===== src/rtl/risc_pkg.sv =====
// Shared definitions for the 16-bit 5-stage pipeline: opcodes, widths and the
// LM/SM sequencer state encoding.
package risc_pkg;

  localparam int XLEN = 16;
  localparam int NREG = 8;

  localparam logic [3:0] OP_LM = 4'b0110;
  localparam logic [3:0] OP_SM = 4'b0111;

  typedef enum logic {
    SEQ_IDLE = 1'b0,
    SEQ_RUN  = 1'b1
  } seq_state_e;

endpackage


===== src/rtl/lsb_pick8.sv =====
// Lowest-set-bit encoder for an 8-bit register list: binary index, one-hot
// isolation of that bit, and a flag for "exactly one bit set".
module lsb_pick8 (
  input  logic [7:0] vec,
  output logic [2:0] idx,
  output logic [7:0] onehot,
  output logic       single
);

  // Scanning downward lets the lowest set bit overwrite any higher one.
  always_comb begin
    idx = 3'd0;
    for (int i = 7; i >= 0; i--) begin
      if (vec[i]) idx = 3'(i);
    end
  end

  assign onehot = vec & (~vec + 8'd1);
  assign single = (vec != 8'd0) && ((vec & (vec - 8'd1)) == 8'd0);

endmodule


===== src/rtl/lmsm_sequencer.sv =====
// Expands LM/SM in decode into one LW/SW-style micro-op per cycle, ascending
// R0..R7, while stalling fetch/decode until the last micro-op is accepted.
module lmsm_sequencer
  import risc_pkg::*;
#(
  parameter int XLEN = risc_pkg::XLEN,
  parameter int NREG = risc_pkg::NREG
) (
  input  logic            clk,
  input  logic            rst,
  input  logic            id_valid,
  input  logic [15:0]     id_instr,
  input  logic [XLEN-1:0] id_base,
  input  logic            hold,
  input  logic            flush,
  output logic            stall_front,
  output logic            seq_take,
  output logic            uop_valid,
  output logic            uop_load,
  output logic [2:0]      uop_reg,
  output logic [XLEN-1:0] uop_addr,
  output logic            uop_last
);

  localparam int CW = $clog2(NREG);

  seq_state_e      state_q, state_d;
  logic [NREG-1:0] mask_q, mask_d;
  logic [XLEN-1:0] base_q, base_d;
  logic [CW-1:0]   cnt_q, cnt_d;
  logic            is_load_q, is_load_d;

  logic [3:0]      opcode;
  logic [NREG-1:0] list;
  logic            is_lmsm;
  logic            run;
  logic            accept;
  logic [2:0]      pick_idx;
  logic [7:0]      pick_onehot;
  logic            pick_single;
  logic            unused_instr_bits;

  assign opcode            = id_instr[15:12];
  assign list              = id_instr[NREG-1:0];
  assign is_lmsm           = (opcode == OP_LM) || (opcode == OP_SM);
  assign unused_instr_bits = ^id_instr[11:NREG];
  assign run               = (state_q == SEQ_RUN);

  lsb_pick8 u_pick (
    .vec    (mask_q),
    .idx    (pick_idx),
    .onehot (pick_onehot),
    .single (pick_single)
  );

  // Reset gates the take so every output reads 0 while rst is low.
  assign seq_take    = rst & ~run & id_valid & is_lmsm & ~hold & ~flush;
  assign stall_front = seq_take | (run & ~(pick_single & ~hold));

  assign uop_valid = run & ~flush;
  assign uop_load  = run & is_load_q;
  assign uop_reg   = run ? pick_idx : 3'd0;
  assign uop_addr  = run ? (base_q + XLEN'(cnt_q)) : '0;
  assign uop_last  = run & pick_single;
  assign accept    = uop_valid & ~hold;

  always_comb begin
    state_d   = state_q;
    mask_d    = mask_q;
    base_d    = base_q;
    cnt_d     = cnt_q;
    is_load_d = is_load_q;
    if (seq_take) begin
      mask_d    = list;
      base_d    = id_base;
      is_load_d = (opcode == OP_LM);
      cnt_d     = '0;
      state_d   = (list != '0) ? SEQ_RUN : SEQ_IDLE;
    end else if (run && flush) begin
      // Flush wins over hold and abandons the rest of the list.
      mask_d  = '0;
      state_d = SEQ_IDLE;
    end else if (accept) begin
      mask_d = mask_q & ~pick_onehot;
      cnt_d  = cnt_q + 1'b1;
      if (pick_single) state_d = SEQ_IDLE;
    end
  end

  always_ff @(posedge clk or negedge rst) begin
    if (!rst) begin
      state_q   <= SEQ_IDLE;
      mask_q    <= '0;
      base_q    <= '0;
      cnt_q     <= '0;
      is_load_q <= 1'b0;
    end else begin
      state_q   <= state_d;
      mask_q    <= mask_d;
      base_q    <= base_d;
      cnt_q     <= cnt_d;
      is_load_q <= is_load_d;
    end
  end

endmodule


===== config.mk =====
export PLATFORM = sky130hd
export DESIGN_NAME = lmsm_sequencer
export DESIGN_NICKNAME = d
export VERILOG_FILES = /design/src/rtl/risc_pkg.sv /design/src/rtl/lsb_pick8.sv /design/src/rtl/lmsm_sequencer.sv
export SDC_FILE = /design/constraint.sdc
export NUM_CORES = 1
export LEC_CHECK = 0
export CAP_MARGIN = 20
export CORE_ASPECT_RATIO = 0.5
export CORE_UTILIZATION = 65
export CTS_BUF_LIST = sky130_fd_sc_hd__clkbuf_2
export DETAILED_ROUTE_END_ITERATION = 12
export DONT_BUFFER_PORTS = 1
export MAX_ROUTING_LAYER = met4
export PLACE_DENSITY = 0.9
export SYNTH_ARGS = -nofsm -noshare
export SYNTH_HDL_FRONTEND = slang
export SYNTH_SLANG_ARGS = --single-unit

===== constraint.sdc =====
create_clock -name clk -period 2.5 [get_ports clk]
set_clock_uncertainty 0.05 [all_clocks]
set_input_delay 0.625 -clock clk [delete_from_list [all_inputs] [get_ports clk]]
set_output_delay 0.625 -clock clk [all_outputs]
set_load 0.01 [all_outputs]

==> impl_metrics.yaml <==
cts:
  clock_path_buffers: 2
  clkLatencyLatePin_ns: 0.38
  cts.sinks: 29
  path_clk_slew_ns: 0.18
  cts_tree: "built"
  cts-root-buf: "clkbuf_2"
  h-tree-depth: 2
  numCtsBuffers: 5
cells_and_area:
  fin_util: 0.912
  antenna_cells: 0
  drive_gt1_frac: 0.488
  areaGrowthSynthToFinish_pct: 32.0
  mostFrequentLayoutCells: "dfrtp_1, buf_4, mux2_2"
  final_common_cell: "dfrtp_1"
  fin_nets: 250
floorplanning:
  core_area_mm2: 0.00262
  dieWidth_um: 76.6
  rows: 13
  ios: 61
  start_util: 0.691
  die_area_mm2: 0.00301
  die_y_um: 39.3
run_status:
  violations: "negative setup slack"
  status: "finished, violations left"
critical_path:
  crit_required_ns: 1.82
  rrSetupSlack_ns: 0.34
  end_kind: "output port"
  reg2reg_depth: 6
  worst_setup_path_start_kind: "register"
  cp.arrival_ns: 2.16
  cp_max_fo: 2
  crit_type: "reg2out"
timing:
  finalCritPeriodShare: 1.13
  max_freq_ghz: 0.353
  finalHoldViolCount: 0
  tightestPinTransition_ns: 0.741
  rsz0062_at_grt: "true"
  slew_headroom: 0.506
  fin_ws_ns: -0.336
  setup_viol: 16
  drv_slew: 0
  period_minus_slack_ns: 2.84
power_and_ir_drop:
  power_uw: 1250
  power_density_mw_per_mm2: 522
  p_leak_uw: 0.000968
  ir_drop_v: 0.000410
routing:
  dr.pass1.iters: 5
  ant_nets: 0
  wl_per_cell_um: 24.3
  drc_errors: 0
  drt_wl_total_mm: 5.99
  dr_total_vias: 1761
  drt-initial-drc-count: 189
  via_per_inst: 7.16
grt:
  antenna_found_initial: 0
  grt_overflow: 0
  grt_usage: 0.364
  grt_pass1_vias: 1456
  grt_max_degree: 30
  grt_pass1_wl_mm: 7.53
synth:
  syn-num-nets: 225
  synth_flop_cell: "dfrtp_1"
  syn_inst: 183
  post-synth-top-area-cell: "dfrtp_1"
  async_reset_ff_frac: 1.00
  avgSynthCellArea_um2: 9.89
  synth_edf_count: 0
  ys_seq_area_frac: 0.401
  yosysTopAreaCellShare: 0.401
  ys_types: 44
  ys_warn_count: 0
  ys_seq_elements: 29
  yosys-top-cells-area: "dfrtp_1, mux2_2, a32o_1"
  syn_area_mm2: 0.00181
place:
  gp_congestion: 0.862
  port_buffers: 0
  dpl.hpwl_mm: 2.82
min_path:
  min_path_cells: 1
  hp-class: "in2reg"
flow_run:
  max_cap_violations: 0
==> layout make-up <==
cell class | instances | area (µm²)
well taps | 37 | 46.3
clock inverters | 3 | 12.5
clock buffers | 5 | 25.0
inverters | 4 | 15.0
fillers | 87 | 230
repair buffers | 26 | 229
flip-flops and latches | 29 | 731
multi-input cells | 142 | 1330
==> timing repair <==
| item | 4_1_cts | 5_1_grt |
|---|---|---|
| gates resized for setup | 33 | 33 |
| hold buffers | 2 | 0 |
| endpoints found under the hold margin | 29 | 0 |
| pin swaps | 16 | 21 |
| endpoints found under the setup margin | 15 | 17 |
| setup buffers | 7 | 3 |
| gates cloned | 0 | 0 |
==> metal layers <==
metal	track usage	vias to the layer above	wire length [µm]
met4	0.120	0	174
li1	-	724	-
met2	0.586	153	2820
met1	0.466	857	2340
met5	-	-	0
met3	0.0930	27	650
==> where the power goes <==
| group | switching (µW) | internal (µW) | leakage [µW] |
|---|---|---|---|
| Combinational | 187 | 198 | 0.000558 |
| Sequential | 83.8 | 529 | 0.000382 |
| Clock | 186 | 61.1 | 0.0000278 |
==> registers in the layout, indices dropped and copies added, names as in the netlist <==
signal,cells
cnt_q,3
mask_q,8
is_load_q,1
run,1
base_q,16
==> synthesized netlist by cell type (2+ instances only) <==
library cell and n:
or2_2 3, a22o_1 2, nor2b_1 2, or3_1 3, a32o_1 6, nand3_1 5
a211oi_1 3, xor2_1 4, nor4b_1 2, o21ai_0 3, and2_1 3, nand2_1 12
nor2_1 16, ha_1 4, nor4_1 4, mux2i_1 3, buf_2 2, o31ai_1 3
nand2b_1 5, mux2_2 16, nor3_1 3, clkbuf_1 6, nand4_1 2, or4_1 5
dfrtp_1 29, xnor2_1 6, inv_1 4, a21oi_1 11
==> path summary, 6_finish.rpt <==
check | to | start
worst max register to register | run | mask_q[5]
worst min register to register | is_load_q | is_load_q
worst min-delay path | is_load_q | id_instr[12]
min in group asynchronous | base_q[12] | rst
worst max-delay path | stall_front | mask_q[5]
max in group asynchronous | base_q[6] | rst
==> kinds of logic after synthesis <==
kind of cell | share of synthesized area
AOI/OAI and AO/OA | 0.145
xor gates and xnor gates | 0.0484
adders and majority gates | 0.0387
buffers and inverters | 0.0263
DFF | 0.401
muxes | 0.116
and+or+nand+nor | 0.225
==> critical path, cell delays in order, from the launching register on <==
cell and delay (ns):
dfrtp_1 0.44, or4_1 0.58, or3_1 0.34, o32a_1 0.19, a21o_2 0.23
==> per-stage QoR <==
stage	hold slack [ns]	setup slack [ns]	cells	instance area [µm²]	TNS [ns]
floorplan	0.279	0.0712	183	1810	0
global placement	0.280	0.0851	226	1940	0
detailed placement	0.280	0.0480	226	1940	0
CTS	0.254	-0.273	243	2190	-3.12
global route	0.227	-0.405	246	2390	-4.88
finish	0.259	-0.336	246	2390	-3.82
Power figures use the tool's default switching activity.
